**src/rtl/ram_bist_pkg.sv**
```systemverilog
// Shared types and pattern helper for the RAM march-style BIST.
// Optional inverted second pass is enabled by RAM_BIST_INV_PASS_EN.
package ram_bist_pkg;

  localparam int ADDR_W_DEF = 10;
  localparam int DATA_W_DEF = 32;
  localparam int PAT_W      = 8;

  typedef enum logic [2:0] {
    ST_IDLE,
    ST_WRITE,
    ST_READ,
    ST_DRAIN,
    ST_DONE
  } state_e;

  // Low byte of the test word: (2*k) mod 256.
  function automatic logic [PAT_W-1:0] pat_byte(
    input logic [31:0] k
  );
    return PAT_W'(k << 1);
  endfunction

endpackage

```
**src/rtl/ram_bist_chk.sv**
```systemverilog
// Registered expected-data compare with sticky first-fail capture.
// Expected word and address are latched at read issue, compared next cycle.
module ram_bist_chk
  import ram_bist_pkg::*;
#(
  parameter int ADDR_W = ADDR_W_DEF,
  parameter int DATA_W = DATA_W_DEF
) (
  input  logic              clk,
  input  logic              reset,
  input  logic              clr,
  input  logic              issue,
  input  logic [ADDR_W-1:0] issue_addr,
  input  logic [DATA_W-1:0] issue_data,
  input  logic [DATA_W-1:0] rdata,
  output logic              mismatch,
  output logic [ADDR_W-1:0] fail_addr,
  output logic [DATA_W-1:0] fail_data
);

  logic              exp_valid;
  logic              fail_seen;
  logic [ADDR_W-1:0] exp_addr;
  logic [DATA_W-1:0] exp_data;

  // Only the first miscompare of a run is reported.
  assign mismatch = exp_valid && !fail_seen
                 && (rdata != exp_data);

  always_ff @(posedge clk) begin
    if (reset || clr) begin
      exp_valid <= 1'b0;
      fail_seen <= 1'b0;
      exp_addr  <= '0;
      exp_data  <= '0;
      fail_addr <= '0;
      fail_data <= '0;
    end else begin
      exp_valid <= issue;
      exp_addr  <= issue_addr;
      exp_data  <= issue_data;
      if (mismatch) begin
        fail_seen <= 1'b1;
        fail_addr <= exp_addr;
        fail_data <= rdata;
      end
    end
  end

endmodule

```
**src/rtl/ram_bist.sv**
```systemverilog
// RAM BIST: write (2k mod 256) to every word, read back and compare.
// Define RAM_BIST_INV_PASS_EN to add a second pass with inverted data.
module ram_bist
  import ram_bist_pkg::*;
#(
  parameter int ADDR_W = ADDR_W_DEF,
  parameter int DATA_W = DATA_W_DEF
) (
  input  logic              clk,
  input  logic              reset,
  input  logic              start,
  output logic              busy,
  output logic              done,
  output logic              pass,
  output logic [ADDR_W-1:0] fail_addr,
  output logic [DATA_W-1:0] fail_data,
  output logic [ADDR_W-1:0] mem_addr,
  output logic              mem_wr,
  output logic              mem_rd,
  output logic [DATA_W-1:0] mem_wdata,
  input  logic [DATA_W-1:0] mem_rdata
);

  localparam logic [ADDR_W-1:0] LAST = '1;

  state_e            state;
  logic [ADDR_W-1:0] cnt;
  logic [ADDR_W-1:0] cnt_nxt;
  logic              mismatch;
  logic              clr;
  logic [DATA_W-1:0] exp_word;

`ifdef RAM_BIST_INV_PASS_EN
  logic inv;
`else
  localparam logic inv = 1'b0;
`endif

  function automatic logic [DATA_W-1:0] pattern(
    input logic [ADDR_W-1:0] k,
    input logic              iv
  );
    logic [DATA_W-1:0] p;
    p = DATA_W'(pat_byte(32'(k)));
    return iv ? ~p : p;
  endfunction

  assign cnt_nxt  = cnt + ADDR_W'(1);
  assign mem_addr = cnt;
  assign clr      = (state == ST_IDLE) && start;
  assign exp_word = pattern(cnt, inv);

  always_ff @(posedge clk) begin
    if (reset) begin
      state     <= ST_IDLE;
      cnt       <= '0;
      busy      <= 1'b0;
      done      <= 1'b0;
      pass      <= 1'b0;
      mem_wr    <= 1'b0;
      mem_rd    <= 1'b0;
      mem_wdata <= '0;
`ifdef RAM_BIST_INV_PASS_EN
      inv       <= 1'b0;
`endif
    end else begin
      unique case (state)
        ST_IDLE: begin
          if (start) begin
            state     <= ST_WRITE;
            cnt       <= '0;
            busy      <= 1'b1;
            pass      <= 1'b0;
            mem_wr    <= 1'b1;
            mem_wdata <= pattern('0, 1'b0);
`ifdef RAM_BIST_INV_PASS_EN
            inv       <= 1'b0;
`endif
          end
        end
        ST_WRITE: begin
          if (cnt == LAST) begin
            state     <= ST_READ;
            cnt       <= '0;
            mem_wr    <= 1'b0;
            mem_rd    <= 1'b1;
            mem_wdata <= '0;
          end else begin
            cnt       <= cnt_nxt;
            mem_wdata <= pattern(cnt_nxt, inv);
          end
        end
        ST_READ: begin
          if (mismatch) begin
            state  <= ST_DONE;
            cnt    <= '0;
            mem_rd <= 1'b0;
            busy   <= 1'b0;
            done   <= 1'b1;
            pass   <= 1'b0;
          end else if (cnt == LAST) begin
            state  <= ST_DRAIN;
            cnt    <= '0;
            mem_rd <= 1'b0;
          end else begin
            cnt    <= cnt_nxt;
          end
        end
        ST_DRAIN: begin
          if (mismatch) begin
            state <= ST_DONE;
            busy  <= 1'b0;
            done  <= 1'b1;
            pass  <= 1'b0;
`ifdef RAM_BIST_INV_PASS_EN
          end else if (!inv) begin
            state     <= ST_WRITE;
            cnt       <= '0;
            inv       <= 1'b1;
            mem_wr    <= 1'b1;
            mem_wdata <= pattern('0, 1'b1);
`endif
          end else begin
            state <= ST_DONE;
            busy  <= 1'b0;
            done  <= 1'b1;
            pass  <= 1'b1;
          end
        end
        ST_DONE: begin
          state <= ST_IDLE;
          done  <= 1'b0;
        end
        default: begin
          state <= ST_IDLE;
        end
      endcase
    end
  end

  ram_bist_chk #(
    .ADDR_W(ADDR_W),
    .DATA_W(DATA_W)
  ) u_chk (
    .clk       (clk),
    .reset     (reset),
    .clr       (clr),
    .issue     (mem_rd),
    .issue_addr(cnt),
    .issue_data(exp_word),
    .rdata     (mem_rdata),
    .mismatch  (mismatch),
    .fail_addr (fail_addr),
    .fail_data (fail_data)
  );

endmodule

```
**config.mk**
```make
export PLATFORM = sky130hd
export DESIGN_NAME = ram_bist
export DESIGN_NICKNAME = d
export VERILOG_FILES = /design/src/rtl/ram_bist_pkg.sv /design/src/rtl/ram_bist_chk.sv /design/src/rtl/ram_bist.sv
export SDC_FILE = /design/constraint.sdc
export NUM_CORES = 1
export LEC_CHECK = 0
export CAP_MARGIN = 20
export CORE_MARGIN = 4
export CORE_UTILIZATION = 53
export CTS_CLUSTER_DIAMETER = 40
export DETAILED_ROUTE_END_ITERATION = 7
export PLACE_DENSITY = 0.95
export SYNTH_ARGS = -nofsm -noshare
export SYNTH_HDL_FRONTEND = slang
export SYNTH_HIERARCHICAL = 1
export SYNTH_SLANG_ARGS = --single-unit
export TNS_END_PERCENT = 30
```
**constraint.sdc**
```tcl
create_clock -name clk -period 6.5 [get_ports clk]
set_input_delay 1.3 -clock clk [delete_from_list [all_inputs] [get_ports clk]]
set_output_delay 1.3 -clock clk [all_outputs]
set_load 0.01 [all_outputs]
```
# Yosys cells after proc, flatten, opt, wreduce, memory -nomap -nowiden
# Cells that the tools add are included.
# word_totals
regBits,136
inputBits,35
output_inout_bits,89
word_cells,69
# classes
addsub,1
eq_ne,10
mux,25
reduce_logical,18
# ops
operator,n
$pmux W32 S2,1
$mux W32,1
$ne A32 B32 Y1,1
$mux W10,3
$pmux W10 S3,1
$mux W3,4
$pmux W3 S4,1
$reduce_and A3 Y1,4
$add A10 B1 Y10 const B,1
$eq A10 B10 Y1 const B,1
$pmux W1 S3,3
$reduce_bool A3 Y1,3
$mux W1,8
$mux W8,1
$eq A3 B2 Y1 const B,2
$ne A2 B2 Y1 const B,3
$reduce_and A2 Y1,3
$pmux W1 S2,2
$reduce_bool A2 Y1,2
$eq A3 B1 Y1 const B,1
$eq A3 B3 Y1 const B,1
$logic_and A1 B1 Y1,3
$logic_not A3 Y1,1
$ne A3 B3 Y1 const B,1
2 further kinds,2

# Longest topological paths before layout
# Gate-level depths: netlist of the first run.
# depth
ltp_word,5
ltp_mapped,12
ltp_nobuf,8

# By module
# The synthesis of the first run kept the hierarchy.
# by_module_without_submodules
module,n_inst,cells_per_inst,area_per_inst_um2,seq_area_each_um2
ram_bist_chk,1,320,3215.6,1721.7
ram_bist,1,167,1353.8,500.5

# Worst setup path after synthesis of the first run
# OpenSTA, ideal clock, no wires.
# synth_path
path_type,input-to-reg
from,input port mem_rdata[22]
to,"register cnt[9], in the netlist mem_addr[9]"
setup_ps,74
t_arrival_ps,3666
required_ps,6426
slack_ps,2760
cell_stages,11
path_buffers,3
cell_sequence,xnor2_1 > nand4_1 > nor4_1 > a21oi_1 > buf_6 > buf_8 > or4b_1 > buf_2 > a32o_1 > or4_1 > a31oi_1
# synth_via
elab_chain_cells,4
# synth_lines
item,line_no,rtl
from (decl),ram_bist.sv:21,input logic [DATA_W-1:0] mem_rdata
$ne A32 B32 Y1,ram_bist_chk.sv:28,&& (rdata != exp_data);
$logic_and A1 B1 Y1,ram_bist_chk.sv:28,
named net mismatch,ram_bist.sv:29,logic mismatch;
$mux W10,ram_bist.sv:94,if (mismatch) begin
$pmux W10 S3,ram_bist.sv:67,unique case (state)
to (signal assigned),ram_bist.sv:89,cnt <= cnt_nxt;
to (signal assigned),ram_bist.sv:106,cnt <= cnt_nxt;
to (decl),ram_bist.sv:27,logic [ADDR_W-1:0] cnt;
# The timed path passes the listed nets, and every way through them passes these cells.
# A chain may end at the register's enable or synchronous reset.

# Worst setup path after layout of the first run
# layout_path
from,input port mem_rdata[6]
to,"register cnt[5], in the netlist mem_addr[5]"
# Same word-level chain as after synthesis.

==> impl_summary.log, run 1 <==
INFO  metric cts.repair_timing.setup_buffer_count = 0
INFO  metric timing.critical_path.fanout_max = 13
INFO  metric yosys_register_bits = 111
INFO  metric cts.root.buffer_cell = clkbuf_8
INFO  metric type_of_the_worst_setup_path = input port to register
INFO  metric synth_area_leader_cell = dfxtp_1
INFO  metric cts-hold-fix-buffers = 0
INFO  metric grt_setup_unrepaired = no
INFO  metric setup-tns-final = 0 ns
INFO  metric synth.top_cells.by_area = dfxtp_1, mux2i_1, nand2_1
INFO  metric category_of_the_worst_setup_path_capture_point = register
INFO  metric numCtsBuffers = 9
INFO  metric most_instantiated_cells_after_synthesis = dfxtp_1, nand2_1, and2_1
INFO  metric post-route-drc-count = 0
INFO  metric max-cap-violations = 0
INFO  metric ant_nets = 0
INFO  metric area_delta_synth_final = 26.4%
INFO  metric floorplan.die.height = 101 um
INFO  metric post_route_cells_drive_above_1_share = 4.16%
INFO  metric pin_slew_with_the_least_headroom_to_its_limit = 1.14 ns
INFO  metric grt_remaining_overflow = 0
INFO  metric p_per_area = 217 nW/um^2
INFO  metric clk-insertion-delay-late = 0.37 ns
INFO  metric final_period_minus_worst_setup_slack = 4.49 ns
INFO  metric finalWirelength = 10600 um
INFO  metric wire_per_inst = 15.0 um
INFO  metric portion_of_the_clock_cycle_consumed_by_the_worst_path_in_the_final_layout = 69.1%
INFO  metric global_route_wire_length_before_repair = 16800 um
INFO  metric yosys_warnings = 6
INFO  metric finalNetCount = 632
INFO  metric io_buffer_count = 98
INFO  metric placedInstanceArea = 5570 um^2
INFO  metric power.ir.vdd_worst = 0.000140 V
INFO  metric synthDistinctLibCells = 43
INFO  metric drt_pre_antenna_iters = 5
INFO  metric initial_core_util = 55.1%
INFO  metric count_of_flip_flops_with_a_built_in_enable_after_synthesis = 0
INFO  metric hold_class = register to register
INFO  metric ioPinCount = 124
INFO  metric setup_viol = 0
INFO  metric async_set_or_reset_register_ratio_after_synthesis = 0%
INFO  metric synth_sequential_area_ratio = 48.6%
INFO  metric dieArea = 10200 um^2
INFO  metric total_leakage_power = 2.03 nW
INFO  metric htreeDepth = 3
INFO  metric timing.final.hold_violations = 0
INFO  metric synthDominantCellAreaShare = 48.6%
INFO  metric cp-start-kind = input port
INFO  metric clock_skew = 0.0112 ns
INFO  metric syn_area = 4570 um^2
INFO  metric dp.final_hpwl = 7500 um
INFO  metric drv_slew = 0
INFO  metric vias = 3583
INFO  metric slew_limit_headroom = 23.8%
INFO  metric detail_route.iter0.violations = 192
INFO  metric max_clock_freq = 223 MHz
INFO  metric antenna_found_initial = 0
INFO  metric clk_pin_slew_worst_paths = 0.10 ns
INFO  metric fp.coreArea = 8300 um^2
INFO  metric via_per_inst = 5.08
INFO  metric cts.path.max_buffers = 2
INFO  metric grt_pass1_vias = 3545
INFO  metric synth.avg_cell_area = 9.38 um^2
INFO  metric final_cell_area = 5780 um^2
INFO  metric yosys_most_used_dff = dfxtp_1
INFO  metric synthesis.instances = 487
INFO  metric gpl.final_weighted_congestion = 0.808
INFO  metric row_count = 33
INFO  metric antenna-diode-count = 0
INFO  metric cts_resized = 0
INFO  metric timing.critical_path.arrival = 4.79 ns
INFO  metric overall_global_routing_resource_usage = 21.1%
INFO  metric clock_sinks = 111
INFO  metric largest_net_degree_at_the_start_of_global_routing = 64
INFO  metric synth_most_common_cell = dfxtp_1
INFO  metric cp.required = 6.80 ns
INFO  metric clock_tree_from_tritoncts = done
INFO  metric outcome = finished, final reports clean
INFO  metric die_x = 101 um
critical path, stage by stage:
cell,delay (ns)
clkdlybuf4s50_1,0.45
xnor2_1,0.34
nand4_1,0.16
nor4_1,0.50
a21oi_4,0.11
or4b_1,0.60
a32oi_1,0.90
o21ai_0,0.23
a21oi_1,0.20
per-layer routing:
layer  GRT usage [%]  wire [um]
met3            5.40        884
met5               0          0
met2            35.2       4970
met4            7.88        267
met1            26.2       4440
worst paths after layout:
check / cells past startpoint / from / slack [ns] / endpoint
worst max register to register: 8 / u_chk/exp_data[15] / 3.09 / mem_addr[5]
worst min register to register: 2 / u_chk/exp_addr[4] / 0.45 / u_chk/fail_addr[4]
worst max-delay path: 9 / mem_rdata[6] / 2.01 / mem_addr[5]
worst min-delay path: 2 / u_chk/exp_addr[4] / 0.45 / u_chk/fail_addr[4]
sequential cells by signal, summed over array words and instances, names as in the netlist, 3 cells and up:
signal	count
mem_addr	10
mem_wdata	7
state	3
u_chk/exp_addr	10
u_chk/exp_data	32
u_chk/fail_addr	10
u_chk/fail_data	32
layout make-up:
cell class                      instances  area, um^2
Clock buffer                           10         128
Clock inverter                          6        76.3
Multi-Input combinational cell        366        2180
Sequential cell                       111        2220
Timing Repair Buffer                  104        1020
Fill cell                             639        2520
Tap cell                              105         131
Inverter                                4        15.0
cell usage in the layout, fill, tap and decap left out, drive strengths merged, types with 4 or more instances in the layout:
master,n
nor3,6
mux2i,42
conb,50
xnor2,35
dfxtp,111
nand3,7
nand2,93
buf,6
inv,7
a22oi,4
and2,44
a21oi,15
o21ai,9
a32oi,4
nor2,14
clkdlybuf4s50,98
nand4,10
clkbuf,10
logic make-up after synthesis:
logic type	count (synthesis)	share of synthesized area, %
DFF	111	48.6
buffers and inverters	59	8.11
adders and majority gates	1	0.274
muxes	42	9.20
AOI/OAI and AO/OA	45	6.22
other	1	0.0821
xor gates and xnor gates	36	6.90
and+or+nand+nor	192	20.6
metrics by stage:
step                utilization, %  setup slack, ns  power [mW]  instances  hold slack (ns)
CTS                           69.6             2.05        1.26        706            0.458
floorplan                        -             2.76       0.801        536            0.424
detailed placement            67.1             1.73       0.842        690            0.445
finish                        69.6             2.01        1.25        706            0.450
global placement              67.1             1.90       0.837        689            0.436
global route                  69.6             1.83        1.30        706            0.472
where the power goes:
part | internal [mW] | switching [mW] | total, mW
registers | 0.693 | 0.0114 | 0.705
logic | 0.0546 | 0.0706 | 0.125
clock network | 0.185 | 0.238 | 0.423
total | 0.933 | 0.320 | 1.25
(Power assumes the default switching activity.)
==> inputs of run 2 (changes only) <==
--- a/config.mk
+++ b/config.mk
@@ -7,10 +7,10 @@
 export LEC_CHECK = 0
 export CAP_MARGIN = 20
 export CORE_MARGIN = 4
-export CORE_UTILIZATION = 53
+export CORE_UTILIZATION = 49
 export CTS_CLUSTER_DIAMETER = 40
 export DETAILED_ROUTE_END_ITERATION = 7
-export PLACE_DENSITY = 0.95
+export PLACE_DENSITY = 0.92
 export SYNTH_ARGS = -nofsm -noshare
 export SYNTH_HDL_FRONTEND = slang
 export SYNTH_HIERARCHICAL = 1
==> constraint.sdc (replaced) <==
create_clock -name clk -period 4.7 [get_ports clk]
set_input_delay 0.94 -clock clk [delete_from_list [all_inputs] [get_ports clk]]
set_output_delay 0.94 -clock clk [all_outputs]
set_load 0.01 [all_outputs]
==> impl_summary.log, run 2 (same netlist as run 1, synthesis figures left out) <==
INFO  metric finalNetCount = 630 (-0.32%)
INFO  metric drt_pre_antenna_iters = 4 (-1)
INFO  metric total_leakage_power = 2.04 nW (+0.42%)
INFO  metric net-switching-power = 0.445 mW (+39%)
INFO  metric largest_registers = u_chk/exp_data x32, u_chk/fail_data x32
INFO  metric grt_remaining_overflow = 0 (unchanged)
INFO  metric p_per_area = 309 nW/um^2 (+42%)
INFO  metric grt_setup_unrepaired = no
INFO  metric post-route-drc-count = 0 (unchanged)
INFO  metric category_of_the_worst_setup_path_capture_point = register
INFO  metric wire_per_inst = 14.5 um (-2.8%)
INFO  metric die_x = 105 um (+3.7%)
INFO  metric clk_pin_slew_worst_paths = 0.11 ns (about the same)
INFO  metric drv_slew = 0 (unchanged)
INFO  metric setup_viol = 0 (unchanged)
INFO  metric timing.rr.start = u_chk/exp_data[31]
INFO  metric clk-insertion-delay-late = 0.37 ns (about the same)
INFO  metric gpl.final_weighted_congestion = 0.794 (-1.7%)
INFO  metric cp-start-kind = input port
INFO  metric area_delta_synth_final = 26.9%
INFO  metric dieArea = 10900 um^2 (+7.5%)
INFO  metric ff2ff_setup_slack = 1.65 ns (-1.44 ns)
INFO  metric setup-tns-final = 0 ns (unchanged)
INFO  metric timing.critical_path.fanout_max = 6 (-7)
INFO  metric finalWirelength = 10300 um (-2.6%)
INFO  metric max-cap-violations = 0 (unchanged)
INFO  metric type_of_the_worst_setup_path = input port to register
INFO  metric ant_nets = 0 (unchanged)
INFO  metric numCtsBuffers = 9 (unchanged)
INFO  metric initial_core_util = 51.4% (-3.7 points)
INFO  metric timing.critical_path.arrival = 4.06 ns (-0.73 ns)
INFO  metric fp.coreArea = 8890 um^2 (+7.1%)
INFO  metric largest_net_degree_at_the_start_of_global_routing = 129 (+100%)
INFO  metric place_worst_setup_slack = 0.620 ns (-1.11 ns)
INFO  metric worst_setup_path_endpoint = mem_addr[9]
INFO  metric fin_ws = 0.915 ns (-1.09 ns)
INFO  metric clock_skew = 0.0121 ns (+0.000940 ns)
INFO  metric detail_route.iter0.violations = 156 (-19%)
INFO  metric cts.path.max_buffers = 2 (unchanged)
INFO  metric hold_class = register to register
INFO  metric ioPinCount = 124 (unchanged)
INFO  metric power.ir.vdd_worst = 0.000152 V (+8.1%)
INFO  metric via_per_inst = 5.10 (+0.47%)
INFO  metric dp.final_hpwl = 7270 um (-3.0%)
INFO  metric max_clock_freq = 264 MHz
INFO  metric power.share.switching = 24.9% (-0.69 points)
INFO  metric final_period_minus_worst_setup_slack = 3.78 ns
INFO  metric antenna-diode-count = 0 (unchanged)
INFO  metric overall_global_routing_resource_usage = 18.7% (-2.4 points)
INFO  metric power.clock.fraction = 36.2% (+2.4 points)
INFO  metric rr_endpoint = mem_addr[9]
INFO  metric floorplan.die.height = 105 um (+3.7%)
INFO  metric cts_resized = 0 (unchanged)
INFO  metric crit_start = mem_rdata[31]
INFO  metric io_buffer_count = 98 (unchanged)
INFO  metric global_route_wire_length_before_repair = 16700 um (-0.45%)
INFO  metric grt_pass1_vias = 3462 (-2.3%)
INFO  metric timing.final.hold_violations = 0 (unchanged)
INFO  metric cts.repair_timing.setup_buffer_count = 0 (unchanged)
INFO  metric power.internal = 1.35 mW (+44%)
INFO  metric holdPathStages = 2 (unchanged)
INFO  metric cts.root.buffer_cell = clkbuf_8
INFO  metric htreeDepth = 3 (unchanged)
INFO  metric commonest_cells_after_routing_fill_and_taps_aside = dfxtp_1, clkdlybuf4s50_1, nand2_1
INFO  metric cp.required = 4.98 ns (-1.82 ns)
INFO  metric seqPwrFrac = 54.4% (-1.8 points)
INFO  metric antenna_found_initial = 0 (unchanged)
INFO  metric slew_limit_headroom = 31.2% (+7.4 points)
INFO  metric outcome = finished, final reports clean
INFO  metric vias = 3605 (+0.61%)
INFO  metric clock_tree_from_tritoncts = done
INFO  metric row_count = 34 (+3.0%)
INFO  metric clock_sinks = 111 (unchanged)
INFO  metric cts-hold-fix-buffers = 0 (unchanged)
INFO  metric portion_of_the_clock_cycle_consumed_by_the_worst_path_in_the_final_layout = 80.5%
INFO  metric mostFrequentLayoutCell = dfxtp_1
INFO  metric hold_slack = 0.452 ns (+0.00243 ns)
INFO  metric pin_slew_with_the_least_headroom_to_its_limit = 1.03 ns (-0.111 ns)
INFO  metric timing.reg2reg.worst_path_depth = 8 (unchanged)
INFO  metric post_route_cells_drive_above_1_share = 4.01% (-0.15 points)
INFO  metric share_comb_of_total_power = 9.4% (-0.6 points)
==> run 2: power groups by stage <==
stage,clock (mW),combinational [mW],sequential [mW]
2_1_floorplan,0,0.116,0.992
3_3_place_gp,0,0.160,0.994
3_5_place_dp,0,0.163,0.995
4_1_cts,0.665,0.165,0.974
5_1_grt,0.698,0.185,0.977
6_report,0.648,0.168,0.974
==> run 2: per-layer routing <==
| layer | vias to the layer above | global-route usage (%) | wire length (um) |
|---|---|---|---|
| met5 | - | 0 | 0 |
| met4 | 0 | 6.84 | 221 |
| met3 | 22 | 5.49 | 785 |
| met2 | 154 | 30.8 | 4870 |
| met1 | 1673 | 23.2 | 4400 |
| li1 | 1756 | - | - |
==> run 2: metrics by stage <==
step | area, um^2 | total power [mW] | util, % | cells
5_1_grt | 5800 | 1.86 | 65.2 | 707
4_1_cts | 5790 | 1.80 | 65.1 | 706
3_3_place_gp | 5560 | 1.15 | 62.5 | 690
2_1_floorplan | 4750 | 1.11 | - | 536
6_report | 5800 | 1.79 | 65.2 | 707
3_5_place_dp | 5560 | 1.16 | 62.5 | 690
==> run 2: worst max-delay path, cell delays in order <==
cell and delay, ns:
clkdlybuf4s50_1 0.45, xnor2_1 0.29, nand4_1 0.19, nor4_1 0.49, a21oi_4 0.12, or4b_1 0.60, a32o_1 0.31, or4_1 0.51
a31oi_1 0.17
==> run 2: worst min-delay path by stage <==
stage | startpoint | endpoint | slack, ns
after floorplan | u_chk/exp_addr[0] | u_chk/fail_addr[0] | 0.42
after global placement | u_chk/exp_addr[6] | u_chk/fail_addr[6] | 0.43
after detailed placement | u_chk/exp_addr[9] | u_chk/fail_addr[9] | 0.44
after CTS | u_chk/exp_addr[9] | u_chk/fail_addr[9] | 0.46
after global routing | u_chk/exp_addr[4] | u_chk/fail_addr[4] | 0.47
final | u_chk/exp_addr[6] | u_chk/fail_addr[6] | 0.45
==> run 2: cell type report <==
| type | instances | area [um^2] |
|---|---|---|
| Fill cell | 700 | 3090 |
| Sequential cell | 111 | 2220 |
| Multi-Input combinational cell | 366 | 2180 |
| Timing Repair Buffer | 102 | 1010 |
| Tap cell | 108 | 135 |
| Clock buffer | 9 | 124 |
| Clock inverter | 7 | 113 |
| Inverter | 4 | 15.0 |
